==> config.mk <==
export PLATFORM = sky130hd
export DESIGN_NAME = block_scheduler
export DESIGN_NICKNAME = d
export VERILOG_FILES = /design/src/rtl/dispatch_pkg.sv /design/src/rtl/core_slot.sv /design/src/rtl/block_scheduler.sv
export SDC_FILE = /design/constraint.sdc
export NUM_CORES = 1
export LEC_CHECK = 0
export CORE_MARGIN = 4
export CORE_UTILIZATION = 35
export CTS_CLUSTER_SIZE = 20
export DETAILED_ROUTE_END_ITERATION = 10
export SYNTH_ARGS = -nofsm -noshare
export SYNTH_HDL_FRONTEND = slang
export SYNTH_SLANG_ARGS = --single-unit
export TNS_END_PERCENT = 30
==> constraint.sdc <==
create_clock -name clk -period 4.45 [get_ports clk]
set_input_delay 0.89 -clock clk [delete_from_list [all_inputs] [get_ports clk]]
set_output_delay 0.89 -clock clk [all_outputs]
set_load 0.02 [all_outputs]
==> src/rtl/dispatch_pkg.sv <==
// Shared types and helpers for the kernel block dispatcher.
package dispatch_pkg;

   typedef enum logic [1:0] {
      IDLE = 2'd0,
      RUN  = 2'd1,
      DONE = 2'd2
   } sched_state_t;

   typedef enum logic [1:0] {
      FREE      = 2'd0,
      RUNNING   = 2'd1,
      RESETTING = 2'd2
   } slot_state_t;

   // A block size of zero, or one larger than the hardware supports,
   // falls back to the largest supported size.
   function automatic int unsigned clamp_block_size(input int unsigned bs,
                                                    input int unsigned max_bs);
      if (bs == 0 || bs > max_bs) begin
         return max_bs;
      end
      return bs;
   endfunction

endpackage

==> src/rtl/core_slot.sv <==
// One dispatch slot: tracks a single core through FREE -> RUNNING -> RESETTING.
// abort_i parks the slot in reset (kernel not running, or core disabled).
module core_slot
   import dispatch_pkg::*;
#(
   parameter int ID_W = 16,
   parameter int TC_W = 4
) (
   input  logic            clk_i,
   input  logic            reset_i,
   input  logic            abort_i,
   input  logic            grant_i,
   input  logic            done_i,
   input  logic [ID_W-1:0] block_id_i,
   input  logic [TC_W-1:0] count_i,
   output logic            core_start_o,
   output logic            core_reset_o,
   output logic [ID_W-1:0] core_block_id_o,
   output logic [TC_W-1:0] core_thread_count_o,
   output logic            free_o,
   output logic            active_o
);

   slot_state_t     state_q, state_d;
   logic            start_q, start_d;
   logic            rst_q, rst_d;
   logic [ID_W-1:0] id_q, id_d;
   logic [TC_W-1:0] cnt_q, cnt_d;

   // Slot register; a fresh slot sits in reset until the kernel arms it.
   always_ff @(posedge clk_i) begin
      if (reset_i) begin
         state_q <= RESETTING;
         start_q <= 1'b0;
         rst_q   <= 1'b1;
         id_q    <= '0;
         cnt_q   <= '0;
      end else begin
         state_q <= state_d;
         start_q <= start_d;
         rst_q   <= rst_d;
         id_q    <= id_d;
         cnt_q   <= cnt_d;
      end
   end

   // Next-state: abort wins, done is only honoured while the block is running.
   always_comb begin
      state_d = state_q;
      start_d = start_q;
      rst_d   = rst_q;
      id_d    = id_q;
      cnt_d   = cnt_q;
      if (abort_i) begin
         state_d = RESETTING;
         start_d = 1'b0;
         rst_d   = 1'b1;
         id_d    = '0;
         cnt_d   = '0;
      end else begin
         case (state_q)
            FREE: begin
               if (grant_i) begin
                  state_d = RUNNING;
                  start_d = 1'b1;
                  id_d    = block_id_i;
                  cnt_d   = count_i;
               end
            end
            RUNNING: begin
               if (done_i && start_q) begin
                  state_d = RESETTING;
                  start_d = 1'b0;
                  rst_d   = 1'b1;
               end
            end
            RESETTING: begin
               state_d = FREE;
               rst_d   = 1'b0;
            end
            default: begin
               state_d = RESETTING;
               rst_d   = 1'b1;
            end
         endcase
      end
   end

   assign core_start_o        = start_q;
   assign core_reset_o        = rst_q;
   assign core_block_id_o     = id_q;
   assign core_thread_count_o = cnt_q;
   assign free_o              = (state_q == FREE);
   assign active_o            = (state_q != FREE);

endmodule

==> src/rtl/block_scheduler.sv <==
// Kernel dispatcher: splits a thread count into blocks of a runtime size and
// hands them one per cycle to the lowest-index free, enabled core.
module block_scheduler
   import dispatch_pkg::*;
#(
   parameter int NUM_CORES             = 4,
   parameter int MAX_THREADS_PER_BLOCK = 8,
   parameter int THREAD_COUNT_WIDTH    = 16,
   parameter int TC_W                  = $clog2(MAX_THREADS_PER_BLOCK) + 1
) (
   input  logic                                 clk,
   input  logic                                 reset,
   input  logic                                 start,
   input  logic [THREAD_COUNT_WIDTH-1:0]        thread_count,
   input  logic [TC_W-1:0]                      threads_per_block,
   input  logic [NUM_CORES-1:0]                 core_enable,
   input  logic [NUM_CORES-1:0]                 core_done,
   output logic [NUM_CORES-1:0]                 core_start,
   output logic [NUM_CORES-1:0]                 core_reset,
   output logic [NUM_CORES*THREAD_COUNT_WIDTH-1:0] core_block_id,
   output logic [NUM_CORES*TC_W-1:0]            core_thread_count,
   output logic                                 busy,
   output logic                                 done,
   output logic                                 error
);

   sched_state_t                  state_q, state_d;
   logic [THREAD_COUNT_WIDTH-1:0] remaining_q, remaining_d;
   logic [THREAD_COUNT_WIDTH-1:0] next_id_q, next_id_d;
   logic [TC_W-1:0]               bs_q, bs_d;
   logic [NUM_CORES-1:0]          en_q, en_d;
   logic                          error_q, error_d;

   logic [NUM_CORES-1:0] slot_free;
   logic [NUM_CORES-1:0] slot_active;
   logic [NUM_CORES-1:0] slot_abort;
   logic [NUM_CORES-1:0] grant;
   logic                 dispatch;
   logic [TC_W-1:0]      disp_count;
   logic                 slots_busy;

   // Only enabled slots count as work in flight; disabled ones are parked.
   assign slots_busy = |(slot_active & en_q);

   // Last block may be short: take whatever is left when below the block size.
   assign disp_count = (remaining_q < THREAD_COUNT_WIDTH'(bs_q)) ?
                       remaining_q[TC_W-1:0] : bs_q;

   // Lowest-index free enabled slot wins; at most one grant per cycle.
   always_comb begin
      grant    = '0;
      dispatch = 1'b0;
      if (state_q == RUN && start && remaining_q != '0) begin
         for (int i = 0; i < NUM_CORES; i++) begin
            if (!dispatch && slot_free[i] && en_q[i]) begin
               grant[i] = 1'b1;
               dispatch = 1'b1;
            end
         end
      end
   end

   // Top state and launch-time latches.
   always_ff @(posedge clk) begin
      if (reset) begin
         state_q     <= IDLE;
         remaining_q <= '0;
         next_id_q   <= '0;
         bs_q        <= '0;
         en_q        <= '0;
         error_q     <= 1'b0;
      end else begin
         state_q     <= state_d;
         remaining_q <= remaining_d;
         next_id_q   <= next_id_d;
         bs_q        <= bs_d;
         en_q        <= en_d;
         error_q     <= error_d;
      end
   end

   // Launch/abort/complete decisions and counter updates; slots are parked
   // unless the kernel will be running next cycle with that core enabled.
   always_comb begin
      state_d     = state_q;
      remaining_d = remaining_q;
      next_id_d   = next_id_q;
      bs_d        = bs_q;
      en_d        = en_q;
      error_d     = error_q;
      case (state_q)
         IDLE: begin
            if (start) begin
               if (thread_count != '0 && core_enable == '0) begin
                  state_d = DONE;
                  error_d = 1'b1;
               end else begin
                  state_d     = RUN;
                  error_d     = 1'b0;
                  remaining_d = thread_count;
                  next_id_d   = '0;
                  bs_d        = TC_W'(clamp_block_size(32'(threads_per_block),
                                                       32'(MAX_THREADS_PER_BLOCK)));
                  en_d        = core_enable;
               end
            end
         end
         RUN: begin
            if (!start) begin
               state_d = IDLE;
            end else if (remaining_q == '0 && !slots_busy) begin
               state_d = DONE;
            end else if (dispatch) begin
               remaining_d = remaining_q - THREAD_COUNT_WIDTH'(disp_count);
               next_id_d   = next_id_q + 1'b1;
            end
         end
         DONE: begin
            if (!start) begin
               state_d = IDLE;
               error_d = 1'b0;
            end
         end
         default: begin
            state_d = IDLE;
         end
      endcase
      slot_abort = (state_d == RUN) ? ~en_d : '1;
   end

   for (genvar i = 0; i < NUM_CORES; i++) begin : g_slot
      core_slot #(
         .ID_W (THREAD_COUNT_WIDTH),
         .TC_W (TC_W)
      ) u_slot (
         .clk_i               (clk),
         .reset_i             (reset),
         .abort_i             (slot_abort[i]),
         .grant_i             (grant[i]),
         .done_i              (core_done[i]),
         .block_id_i          (next_id_q),
         .count_i             (disp_count),
         .core_start_o        (core_start[i]),
         .core_reset_o        (core_reset[i]),
         .core_block_id_o     (core_block_id[i*THREAD_COUNT_WIDTH +: THREAD_COUNT_WIDTH]),
         .core_thread_count_o (core_thread_count[i*TC_W +: TC_W]),
         .free_o              (slot_free[i]),
         .active_o            (slot_active[i])
      );
   end

   assign busy  = (state_q == RUN);
   assign done  = (state_q == DONE);
   assign error = (state_q == DONE) && error_q;

endmodule

==> metrics.txt <==
# TYPE chip_impl_metric gauge
chip_impl_metric{name="post-route-period-util",unit="%"} 92.7
chip_impl_metric{name="routedWlPerCell",unit="um"} 17.0
chip_impl_metric{name="ir_drop",unit="mV"} 0.241
chip_impl_metric{name="worstPathRequired",unit="ns"} 4.78
chip_impl_metric{name="drv_cap",unit=""} 0
chip_impl_metric{name="place.detailed.hpwl",unit="mm"} 13.2
chip_impl_metric{name="max_slew.worst_pin.slew",unit="ns"} 1.03
chip_impl_info{name="tritoncts",value="done"} 1
chip_impl_metric{name="fin_nets",unit=""} 894
chip_impl_metric{name="post_cts_resized",unit=""} 0
chip_impl_metric{name="drt_iter0_markers",unit=""} 384
chip_impl_metric{name="synth.net_count",unit=""} 791
chip_impl_metric{name="slew_headroom",unit="%"} 30.6
chip_impl_metric{name="number_of_gates_on_the_worst_path_with_buffers_counted",unit=""} 14
chip_impl_metric{name="setup-tns-final",unit="ns"} 0
chip_impl_metric{name="hold_viol_final",unit=""} 0
chip_impl_metric{name="worst-r2r-cell-count",unit=""} 14
chip_impl_info{name="synth-main-ff-cell",value="sky130_fd_sc_hd__dfxtp_1"} 1
chip_impl_metric{name="critical_path.max_fanout",unit=""} 12
chip_impl_metric{name="seq_area_frac_synth",unit="%"} 45.2
chip_impl_metric{name="io_buffer_count",unit=""} 121
chip_impl_metric{name="cp.buffers_inverters",unit=""} 2
chip_impl_metric{name="power_per_cell_area",unit="mW/mm^2"} 359
chip_impl_metric{name="timing.final.setup_violations",unit=""} 0
chip_impl_metric{name="die_h",unit="um"} 141
chip_impl_metric{name="syn-cell-area",unit="sq mm"} 0.00616
chip_impl_metric{name="filler_cells",unit=""} 1701
chip_impl_metric{name="vias_in_the_first_global_route",unit=""} 5483
chip_impl_metric{name="route.detailed.drc",unit=""} 0
chip_impl_info{name="slowest_stage",value="sky130_fd_sc_hd__or4_1"} 1
chip_impl_metric{name="cpPeakStageDelay",unit="ns"} 0.55
chip_impl_metric{name="cts_max_level",unit=""} 4
chip_impl_metric{name="initial_antenna_violation_count",unit=""} 0
chip_impl_metric{name="grt.overflow.total",unit=""} 0
chip_impl_info{name="endpoint_kind",value="flop"} 1
chip_impl_metric{name="yosys_warnings",unit=""} 0
chip_impl_metric{name="drt_pre_antenna_iters",unit=""} 5
chip_impl_metric{name="post_detailed_route_count_of_antenna_violating_nets",unit=""} 0
chip_impl_metric{name="die_area",unit="sq mm"} 0.0198
chip_impl_metric{name="num_antenna_cells",unit=""} 0
chip_impl_metric{name="initial_utilization",unit="%"} 35.6
chip_impl_metric{name="worstSkewPairLatency",unit="ns"} 0.41
chip_impl_metric{name="cts.path.max_buffers",unit=""} 2
chip_impl_metric{name="gp_congestion",unit=""} 0.893
chip_impl_metric{name="max_freq",unit="MHz"} 242
chip_impl_info{name="hold_start",value="g_slot[3].u_slot.core_block_id_o[13]"} 1
chip_impl_metric{name="placement_rows",unit=""} 48
chip_impl_metric{name="final-seq-area",unit="sq mm"} 0.00278
chip_impl_metric{name="clock_skew_after_layout",unit="ns"} 0.00560
chip_impl_metric{name="multi_input_comb_area",unit="sq mm"} 0.00305
chip_impl_metric{name="cts_clock_pin_slew_for_the_worst_setup_and_hold_paths",unit="ns"} 0.05
chip_impl_metric{name="grt_pass1_wl",unit="mm"} 29.6
chip_impl_info{name="result_of_the_run",value="completed"} 1
chip_impl_metric{name="io_pins",unit=""} 122
chip_impl_metric{name="cts_hold_buf",unit=""} 0
chip_impl_info{name="worst_r2r_startpoint",value="remaining_q[1]"} 1
chip_impl_info{name="holdCritPathClass",value="reg -> reg"} 1
chip_impl_metric{name="synthesis.instances",unit=""} 752
chip_impl_info{name="rsz0062_at_grt",value="false"} 1
chip_impl_metric{name="wire_length_reported_by_the_detailed_router",unit="mm"} 18.6
chip_impl_metric{name="ys_ff_latch",unit=""} 139
chip_impl_metric{name="cts_inserted_buffers",unit=""} 17
chip_impl_metric{name="yosysUniqueCellTypes",unit=""} 60
chip_impl_metric{name="proportion_of_layout_cells_with_a_drive_suffix_above_1",unit="%"} 7.17
chip_impl_info{name="critical_path.startpoint_type",value="flop"} 1
chip_impl_metric{name="post_synth.cell_area_avg",unit="sq um"} 8.19
chip_impl_metric{name="min_delay_path_depth",unit=""} 2
chip_impl_metric{name="period_minus_slack",unit="ns"} 4.13
chip_impl_info{name="launch_point_of_the_worst_path",value="remaining_q[1]"} 1
chip_impl_metric{name="cp_data_arrival_time",unit="ns"} 4.45
chip_impl_metric{name="placeableCoreArea",unit="sq mm"} 0.0173
chip_impl_metric{name="postSynth.asyncResetShare",unit="%"} 0
chip_impl_metric{name="global_route_total_usage_across_every_layer",unit="%"} 18.8
chip_impl_metric{name="p_leak",unit="uW"} 0.00262
chip_impl_info{name="clock-root-buffer",value="sky130_fd_sc_hd__clkbuf_16"} 1
chip_impl_metric{name="syn2layout_area_growth",unit="%"} 31.2
chip_impl_info{name="crit_chain",value="ha_1 -> o211ai_1 -> o211ai_1 -> nor2_1 -> mux2i_1 -> inv_1 -> ha_1 -> inv_1 -> fa_1 -> o211a_1 -> a311o_1 -> a311o_1 -> or4_1 -> o221ai_1"} 1
chip_impl_metric{name="dieWidth",unit="um"} 141
chip_impl_metric{name="number_of_sinks_driven_by_the_clock_tree",unit=""} 139
chip_impl_info{name="timing.critical_path.max_delay_family",value="compound AO/OA/AOI/OAI gates"} 1
chip_impl_metric{name="synth_edf_count",unit=""} 0
chip_impl_metric{name="total_power",unit="uW"} 2900
chip_impl_metric{name="grt_max_degree",unit=""} 32
chip_impl_metric{name="final-max-slew-violation-count",unit=""} 0
chip_impl_metric{name="drt-vias-per-instance",unit=""} 5.17
chip_impl_metric{name="postCtsSetupRepairBufs",unit=""} 0
chip_impl_metric{name="via_count",unit=""} 5635
chip_impl_info{name="worstSetupPathType",value="reg -> reg"} 1
==> power by group <==
part | internal [uW] | total, uW | switching (uW)
clock network | 783 | 1280 | 501
registers | 1270 | 1300 | 30.3
logic | 123 | 321 | 198
total | 2170 | 2900 | 730
==> placed cells by master (no fill, tap or decap), drive strengths merged, types with 10 or more instances in the layout <==
cell type and count:
a211oi 27, a21oi 81, buf 20, clkbuf 21, clkdlybuf4s50 121, dfxtp 139
inv 19, mux2i 17, nand2 146, nand3 16, nor2 77, nor3 10
o211ai 10, o21ai 13, xnor2 13
==> metal layers <==
metal	global-route usage [%]	wire [um]	share of wire (%)	vias up
li1	-	-	-	2848
met1	25.3	8870	48	2623
met2	29.9	8470	46	141
met3	4.38	879	4.7	23
met4	6.12	361	1.9	0
met5	0	0	0	-
==> flip-flops by register name (all words and copies together), names as in the netlist <==
| register | cells |
|---|---|
| next_id_q | 16 |
| error_q | 1 |
| state_q | 2 |
| g_slot.u_slot.core_thread_count_o | 16 |
| en_q | 4 |
| remaining_q | 16 |
| g_slot.u_slot.core_start_o | 4 |
| g_slot.u_slot.core_block_id_o | 64 |
| g_slot.u_slot.core_reset_o | 4 |
| g_slot.u_slot.state_q | 8 |
| bs_q | 4 |
==> synthesized netlist by cell type, drive strengths merged, types with 5 or more instances <==
library cell | count | area (sq um)
buf | 27 | 154
ha | 7 | 87.6
a21oi | 81 | 405
xnor2 | 13 | 114
nor2 | 77 | 289
o311ai | 6 | 52.6
mux2i | 17 | 170
nand2 | 146 | 548
o211ai | 10 | 75.1
inv | 19 | 71.3
nand3 | 16 | 85.1
o21ai | 13 | 65.1
nor4 | 8 | 56.3
nand4 | 8 | 50.1
nand2b | 5 | 31.3
or4 | 7 | 52.6
nor2b | 8 | 50.1
dfxtp | 139 | 2780
o22ai | 6 | 37.5
nor3 | 10 | 65.1
clkbuf | 30 | 116
a211oi | 27 | 203
or3 | 6 | 37.5
==> path summary, 6_finish.rpt <==
kind	end	slack (ns)
worst max-delay path	remaining_q[10]	0.32
worst min-delay path	g_slot[3].u_slot.core_block_id_o[13]	0.45
worst max register to register	remaining_q[10]	0.32
worst min register to register	g_slot[3].u_slot.core_block_id_o[13]	0.45
==> per-stage QoR <==
stage	std cells	hold WS [ns]	instance area [sq um]	setup WS (ns)	util, %
global placement	1061	0.443	7550	0.411	43.6
floorplan	752	0.432	6160	0.727	-
detailed placement	1061	0.448	7550	0.384	43.6
global route	1090	0.474	8080	0.0440	46.7
finish	1090	0.453	8080	0.325	46.7
CTS	1090	0.457	8080	0.352	46.7
==> area by class of cell <==
class	instances	area share (%)
Multi-Input combinational cell	536	37.7
Timing Repair Buffer	141	16.8
Tap cell	225	3.48
Clock buffer	21	5.70
Sequential cell	139	34.4
Inverter	20	0.929
Clock inverter	8	0.898
==> cell families after synthesis <==
group	count (synthesis)	synth area share [%]
mux	17	2.76
flops	139	45.2
compound gates	186	19.7
xor+xnor	15	2.13
fa+ha+maj	8	1.75
buf+inv	77	5.61
simple gates	310	22.9
==> worst min-delay path, stage by stage (launching register included) <==
cell and delay [ns]:
sky130_fd_sc_hd__dfxtp_1 0.31, sky130_fd_sc_hd__nand2_1 0.05, sky130_fd_sc_hd__a21oi_1 0.05
Note: power is estimated with default switching activity, not from simulation.
